$ cat src/rtl/dp_ram_pkg.sv
// Shared constants for the parametrised dual-port RAM.
package dp_ram_pkg;

  localparam logic ST_INIT = 1'b0;
  localparam logic ST_RUN  = 1'b1;

  localparam int RD_FIRST = 0;
  localparam int WR_FIRST = 1;

  localparam int PRIO_A = 0;
  localparam int PRIO_B = 1;

endpackage

$ cat src/rtl/dp_ram_init_ctrl.sv
// INIT/RUN sequencer: sweeps a zero write over every word after reset.
module dp_ram_init_ctrl
  import dp_ram_pkg::*;
#(
  parameter int ADDR_W     = 5,
  parameter int DEPTH      = 32,
  parameter int INIT_CLEAR = 1
) (
  input  logic              clk_i,
  input  logic              rst_i,
  output logic              init_busy_o,
  output logic              clr_we_o,
  output logic [ADDR_W-1:0] clr_addr_o
);

  localparam logic [ADDR_W-1:0] LAST =
    ADDR_W'(DEPTH - 1);
  localparam logic RST_ST =
    (INIT_CLEAR != 0) ? ST_INIT : ST_RUN;

  logic              state_q, state_d;
  logic [ADDR_W-1:0] cnt_q, cnt_d;

  always_comb begin
    state_d = state_q;
    cnt_d   = cnt_q;
    if (state_q == ST_INIT) begin
      if (cnt_q == LAST) begin
        state_d = ST_RUN;
        cnt_d   = '0;
      end else begin
        cnt_d = cnt_q + 1'b1;
      end
    end
  end

  always_ff @(posedge clk_i or posedge rst_i) begin
    if (rst_i) begin
      state_q <= RST_ST;
      cnt_q   <= '0;
    end else begin
      state_q <= state_d;
      cnt_q   <= cnt_d;
    end
  end

  assign init_busy_o = (state_q == ST_INIT);
  assign clr_we_o    = (state_q == ST_INIT);
  assign clr_addr_o  = cnt_q;

endmodule

$ cat src/rtl/dp_ram_param.sv
// Single-clock true dual-port RAM with registered reads,
// configurable same-address behaviour and a post-reset clear.
module dp_ram_param
  import dp_ram_pkg::*;
#(
  parameter int DATA_W     = 4,
  parameter int ADDR_W     = 5,
  parameter int DEPTH      = 32,
  parameter int RD_MODE    = 0,
  parameter int COLL_PRIO  = 0,
  parameter int INIT_CLEAR = 1
) (
  input  logic              clk,
  input  logic              rst,
  output logic              init_busy,
  input  logic              a_en,
  input  logic              a_we,
  input  logic [ADDR_W-1:0] a_addr,
  input  logic [DATA_W-1:0] a_din,
  output logic [DATA_W-1:0] a_dout,
  output logic              a_valid,
  input  logic              b_en,
  input  logic              b_we,
  input  logic [ADDR_W-1:0] b_addr,
  input  logic [DATA_W-1:0] b_din,
  output logic [DATA_W-1:0] b_dout,
  output logic              b_valid,
  output logic              collision
);

  localparam logic [ADDR_W:0] DEPTH_W =
    (ADDR_W + 1)'(DEPTH);

  logic [DATA_W-1:0] mem_q [DEPTH];

  logic              clr_we;
  logic [ADDR_W-1:0] clr_addr;

  dp_ram_init_ctrl #(
    .ADDR_W    (ADDR_W),
    .DEPTH     (DEPTH),
    .INIT_CLEAR(INIT_CLEAR)
  ) u_init (
    .clk_i      (clk),
    .rst_i      (rst),
    .init_busy_o(init_busy),
    .clr_we_o   (clr_we),
    .clr_addr_o (clr_addr)
  );

  logic run;
  logic a_ok, b_ok, same;
  logic a_wr, b_wr, a_rd, b_rd;
  logic dual_wr, a_wr_eff, b_wr_eff;

  assign run  = ~init_busy;
  assign a_ok = ({1'b0, a_addr} < DEPTH_W);
  assign b_ok = ({1'b0, b_addr} < DEPTH_W);
  assign same = (a_addr == b_addr);

  assign a_wr = run & a_en & a_we & a_ok;
  assign b_wr = run & b_en & b_we & b_ok;
  assign a_rd = run & a_en & ~a_we;
  assign b_rd = run & b_en & ~b_we;

  // On a same-address dual write only the priority port lands.
  assign dual_wr  = a_wr & b_wr & same;
  assign a_wr_eff = a_wr &
    ~(dual_wr & (COLL_PRIO == PRIO_B));
  assign b_wr_eff = b_wr &
    ~(dual_wr & (COLL_PRIO == PRIO_A));

  always_ff @(posedge clk) begin
    if (clr_we) begin
      mem_q[clr_addr] <= '0;
    end else begin
      if (a_wr_eff) mem_q[a_addr] <= a_din;
      if (b_wr_eff) mem_q[b_addr] <= b_din;
    end
  end

  logic [DATA_W-1:0] a_rdata, b_rdata;

  always_comb begin
    a_rdata = '0;
    b_rdata = '0;
    if (a_ok) begin
      a_rdata = mem_q[a_addr];
      if (RD_MODE == WR_FIRST && b_wr && same)
        a_rdata = b_din;
    end
    if (b_ok) begin
      b_rdata = mem_q[b_addr];
      if (RD_MODE == WR_FIRST && a_wr && same)
        b_rdata = a_din;
    end
  end

  logic [DATA_W-1:0] a_dout_q, a_dout_d;
  logic [DATA_W-1:0] b_dout_q, b_dout_d;
  logic              a_valid_q, b_valid_q;
  logic              coll_q, coll_d;

  assign a_dout_d = a_rd ? a_rdata : a_dout_q;
  assign b_dout_d = b_rd ? b_rdata : b_dout_q;
  assign coll_d   = run & a_en & b_en & same &
                    a_ok & (a_we | b_we);

  always_ff @(posedge clk or posedge rst) begin
    if (rst) begin
      a_dout_q  <= '0;
      b_dout_q  <= '0;
      a_valid_q <= 1'b0;
      b_valid_q <= 1'b0;
      coll_q    <= 1'b0;
    end else begin
      a_dout_q  <= a_dout_d;
      b_dout_q  <= b_dout_d;
      a_valid_q <= a_rd;
      b_valid_q <= b_rd;
      coll_q    <= coll_d;
    end
  end

  assign a_dout    = a_dout_q;
  assign b_dout    = b_dout_q;
  assign a_valid   = a_valid_q;
  assign b_valid   = b_valid_q;
  assign collision = coll_q;

endmodule

$ cat config.mk
export PLATFORM = sky130hd
export DESIGN_NAME = dp_ram_param
export DESIGN_NICKNAME = d
export VERILOG_FILES = /design/src/rtl/dp_ram_pkg.sv /design/src/rtl/dp_ram_init_ctrl.sv /design/src/rtl/dp_ram_param.sv
export SDC_FILE = /design/constraint.sdc
export NUM_CORES = 1
export LEC_CHECK = 0
export ABC_AREA = 1
export BUFFER_PORTS_ARGS = -buffer_cell sky130_fd_sc_hd__buf_2
export CAP_MARGIN = 20
export CORE_UTILIZATION = 50
export DETAILED_ROUTE_END_ITERATION = 12
export GPL_TIMING_DRIVEN = 0
export PLACE_DENSITY = 0.7
export RECOVER_POWER = 25
export SYNTH_ARGS = -nofsm -noshare
export SYNTH_HDL_FRONTEND = slang
export SYNTH_SLANG_ARGS = --single-unit
$ cat constraint.sdc
create_clock -name clk -period 1.85 [get_ports clk]
set_input_delay 0.37 -clock clk [delete_from_list [all_inputs] [get_ports clk]]
set_output_delay 0.37 -clock clk [all_outputs]
set_load 0.03 [all_outputs]
==> out/metrics.csv <==
metric;value;unit
Synth Register Bits;145;
count of final setup violators;243;
first-pass detailed-route iteration total;7;
Worst setup EP type;flip-flop;
slack of the critical path;-187.2;ps
min cycle time layout;2037;ps
DP HPWL;29510;µm
syn avg cell area;7.157;µm²
area taken by multi-input logic gates;0.006138;mm²
Die W;144.1;µm
Post-synth EDFFs;128;
GR Overflow Total;0;
cell area after layout;0.01326;mm²
hold slack final;6.061;ps
syn nets;1437;
DR WL/cell;25.39;µm
Vert. Die Dim;144.1;µm
RSZ-0062 raised after global routing;yes;
Final Skew;9.562;ps
Post-Synthesis Cells;1411;
input/output buffers;30;
Power per Cell Area;653.5;mW/mm²
ys flop type;edfxtp_1;
cell mode on critical path;buf_6;
Critical Path Max Stage Delay;340;ps
Total Wirelength;45310;µm
Register Area;0.004269;mm²
largest cells by area after synthesis;edfxtp_1, nand2_1, nand3_1;
H-tree Lvls;4;
FF-to-FF End;mem_q[28][1];
Yosys Warn Count;0;
initial antenna violation count;0;
post-synthesis sequential area ratio;42.27;%
CP Launch Type;flip-flop;
via count;11670;
ANT cells;0;
clock buffer depth;2;
ys async rst share;11.72;%
Worst Path Arrival;2160;ps
via/cell ratio;6.539;
Root Buffer Master;clkbuf_16;
Final period util;110.1;%
Place WS;-1244;ps
Row Count;51;
cell taking the most area after synthesis;edfxtp_1;
Worst-Skew Late Latency;440;ps
failing checks;negative setup slack;
area grow syn2layout;31.33;%
Final Hold Fails;0;
Worst VDD drop;0.0006344;V
total track usage;43.03;%
Clk pin slew, worst setup/hold paths;60;ps
result of the run;finished, violations left;
critical path data required time;1970;ps
vias in the first global route;10320;
Max Fanout on Critical Path;6;
Worst path slowest cell;dfrtp_1;
CTS tree;yes;
crit path cell chain;buf_6 > nand3_4 > buf_6 > buf_6 > o21ai_4 > inv_4 > nor2_4 > clkinv_4 > o21ai_4;
Cell variety after synth;28;
r2r setup slk;-190;ps
hold-fix buffers at CTS;0;
worst-margin pin slew;885.5;ps
Reg2Reg Depth;9;
largest net degree at the start of global routing;18;
drt first-iter violations;2154;
layout cells sized above 1;23.82;%
placed cell area;0.01061;mm²
Final Wtd Congestion;1.028;
final max-slew violation count;0;
Detail Route Antenna Nets;0;
Max Cap Viol;0;
io pins;36;
Core Box Area;0.01965;mm²
synthesized cell area;0.01010;mm²
die area;0.02077;mm²
Synth top area share;38.06;%
worst r2r src;u_init.state_q;
Max-slew headroom;40.96;%
nets;1533;
worst min-delay path class;input pin to asynchronous set/reset pin;
CP Class;flip-flop to flip-flop;
first-pass GRT wire length;63430;µm
Lkg Pwr;0.005643;µW
maximum operating frequency;490.9;MHz
Initial Utilization;51.38;%
fillcell total;1622;
CTS buffer count;17;
clock sink count;145;
Residual DRC;0;
==> flip-flops by register name, summed over array words and instances, names as in the netlist <==
| register | cells |
|---|---|
| a_valid | 1 |
| b_valid | 1 |
| u_init.state_q | 1 |
| b_dout | 4 |
| a_dout | 4 |
| mem_q | 128 |
| collision | 1 |
| u_init.clr_addr_o | 5 |
==> through the flow <==
stage                     cells  power (µW)  util, %  TNS (ps)
after global placement     1706        4786    53.97   -176180
after CTS                  1759        8459    63.65    -17900
after global routing       1785        8789    67.48    -32270
final                      1785        8668    67.48    -23470
after detailed placement   1706        4798    53.97   -187150
after floorplan            1411        4364        -    -10910
==> report_power, final <==
part	total [µW]	internal, µW	switching [µW]
registers	3600	3590	13.1
clock network	3610	2120	1500
logic	1450	384	1070
==> cells by family (layout without fill, tap and decap cells) <==
logic type	Yosys count	in the layout	synth area share, %
AOI/OAI and AO/OA	42	42	2.094
buffers and inverters	160	269	6.554
adders and majority gates	2	2	0.2478
xor gates and xnor gates	4	4	0.3469
and+or+nand+nor	1058	1058	48.48
DFF	145	145	42.27
==> critical path: cells and delay by family, from the launching register on <==
family / cells / cell delay [ps]
simple gates: 2 / 270
compound gates: 2 / 510
buf+inv: 5 / 600
flops: 1 / 340
==> worst max-delay path by stage <==
stage	from	end	slack [ps]	cells past startpoint
after floorplan	u_init.state_q	mem_q[17][0]	-130	8
after global placement	a_addr[0]	mem_q[22][2]	-1160	7
after global routing	u_init.state_q	mem_q[28][1]	-230	9
after CTS	u_init.state_q	mem_q[13][1]	-130	9
after detailed placement	a_addr[0]	mem_q[22][2]	-1240	7
final	u_init.state_q	mem_q[28][1]	-190	9
==> cell usage after synthesis (8+ instances only) <==
| cell | count |
|---|---|
| buf_1 | 21 |
| clkbuf_1 | 52 |
| nor2_2 | 16 |
| edfxtp_1 | 128 |
| buf_2 | 28 |
| nor2_1 | 32 |
| nand3_1 | 210 |
| nand3_2 | 13 |
| nor3_2 | 8 |
| o21ai_0 | 38 |
| dfrtp_1 | 17 |
| nand2_1 | 613 |
| nand4_1 | 144 |
| nor2_4 | 12 |
| inv_1 | 37 |
| inv_2 | 13 |
==> per-layer routing <==
metal  up-vias  global-route usage (%)  wire length [µm]
li1       5031                       -                 -
met1      5353                   55.63             16150
met2      1016                   61.94             18780
met3       272                   15.70              7081
met4         0                   24.02              3307
met5         -                       0                 0
==> cell usage in the layout (no fill, tap or decap), types with 4 or more instances in the layout <==
cell type / n
buf_8: 13
edfxtp_1: 128
clkinv_4: 4
o21ai_4: 37
nand3_2: 8
nand3_1: 188
nor2_1: 18
nor2_2: 22
inv_1: 25
xor2_1: 4
clkbuf_1: 25
clkbuf_16: 32
clkbuf_2: 25
buf_2: 41
nand4_1: 144
nand3_4: 27
nand2_1: 590
inv_2: 17
nor2_4: 20
buf_1: 8
nor3_2: 8
buf_12: 10
clkbuf_4: 12
nand2_8: 6
buf_16: 4
dfrtp_1: 17
nand2_2: 16
buf_4: 23
clkinvlp_4: 6
inv_4: 4
buf_6: 10
or2_2: 4
==> final cells by class <==
cell class                 instances  area share (%)
clock buffer                      18           3.236
tap                              265           2.500
timing repair buffer              79           7.311
inverter                          52           1.679
sequential                       145           32.19
buffer                           106           5.557
multi-input combinational       1106           46.28
clock inverter                    14           1.245
==> repair_timing <==
item | 4_1_cts | 5_1_grt
pin swaps | 37 | 85
endpoints found under the setup margin | 260 | 265
buffers inserted | 19 | 14
resized for setup | 262 | 93
cloned | 2 | 15
Note: power is estimated with default switching activity, not from simulation.
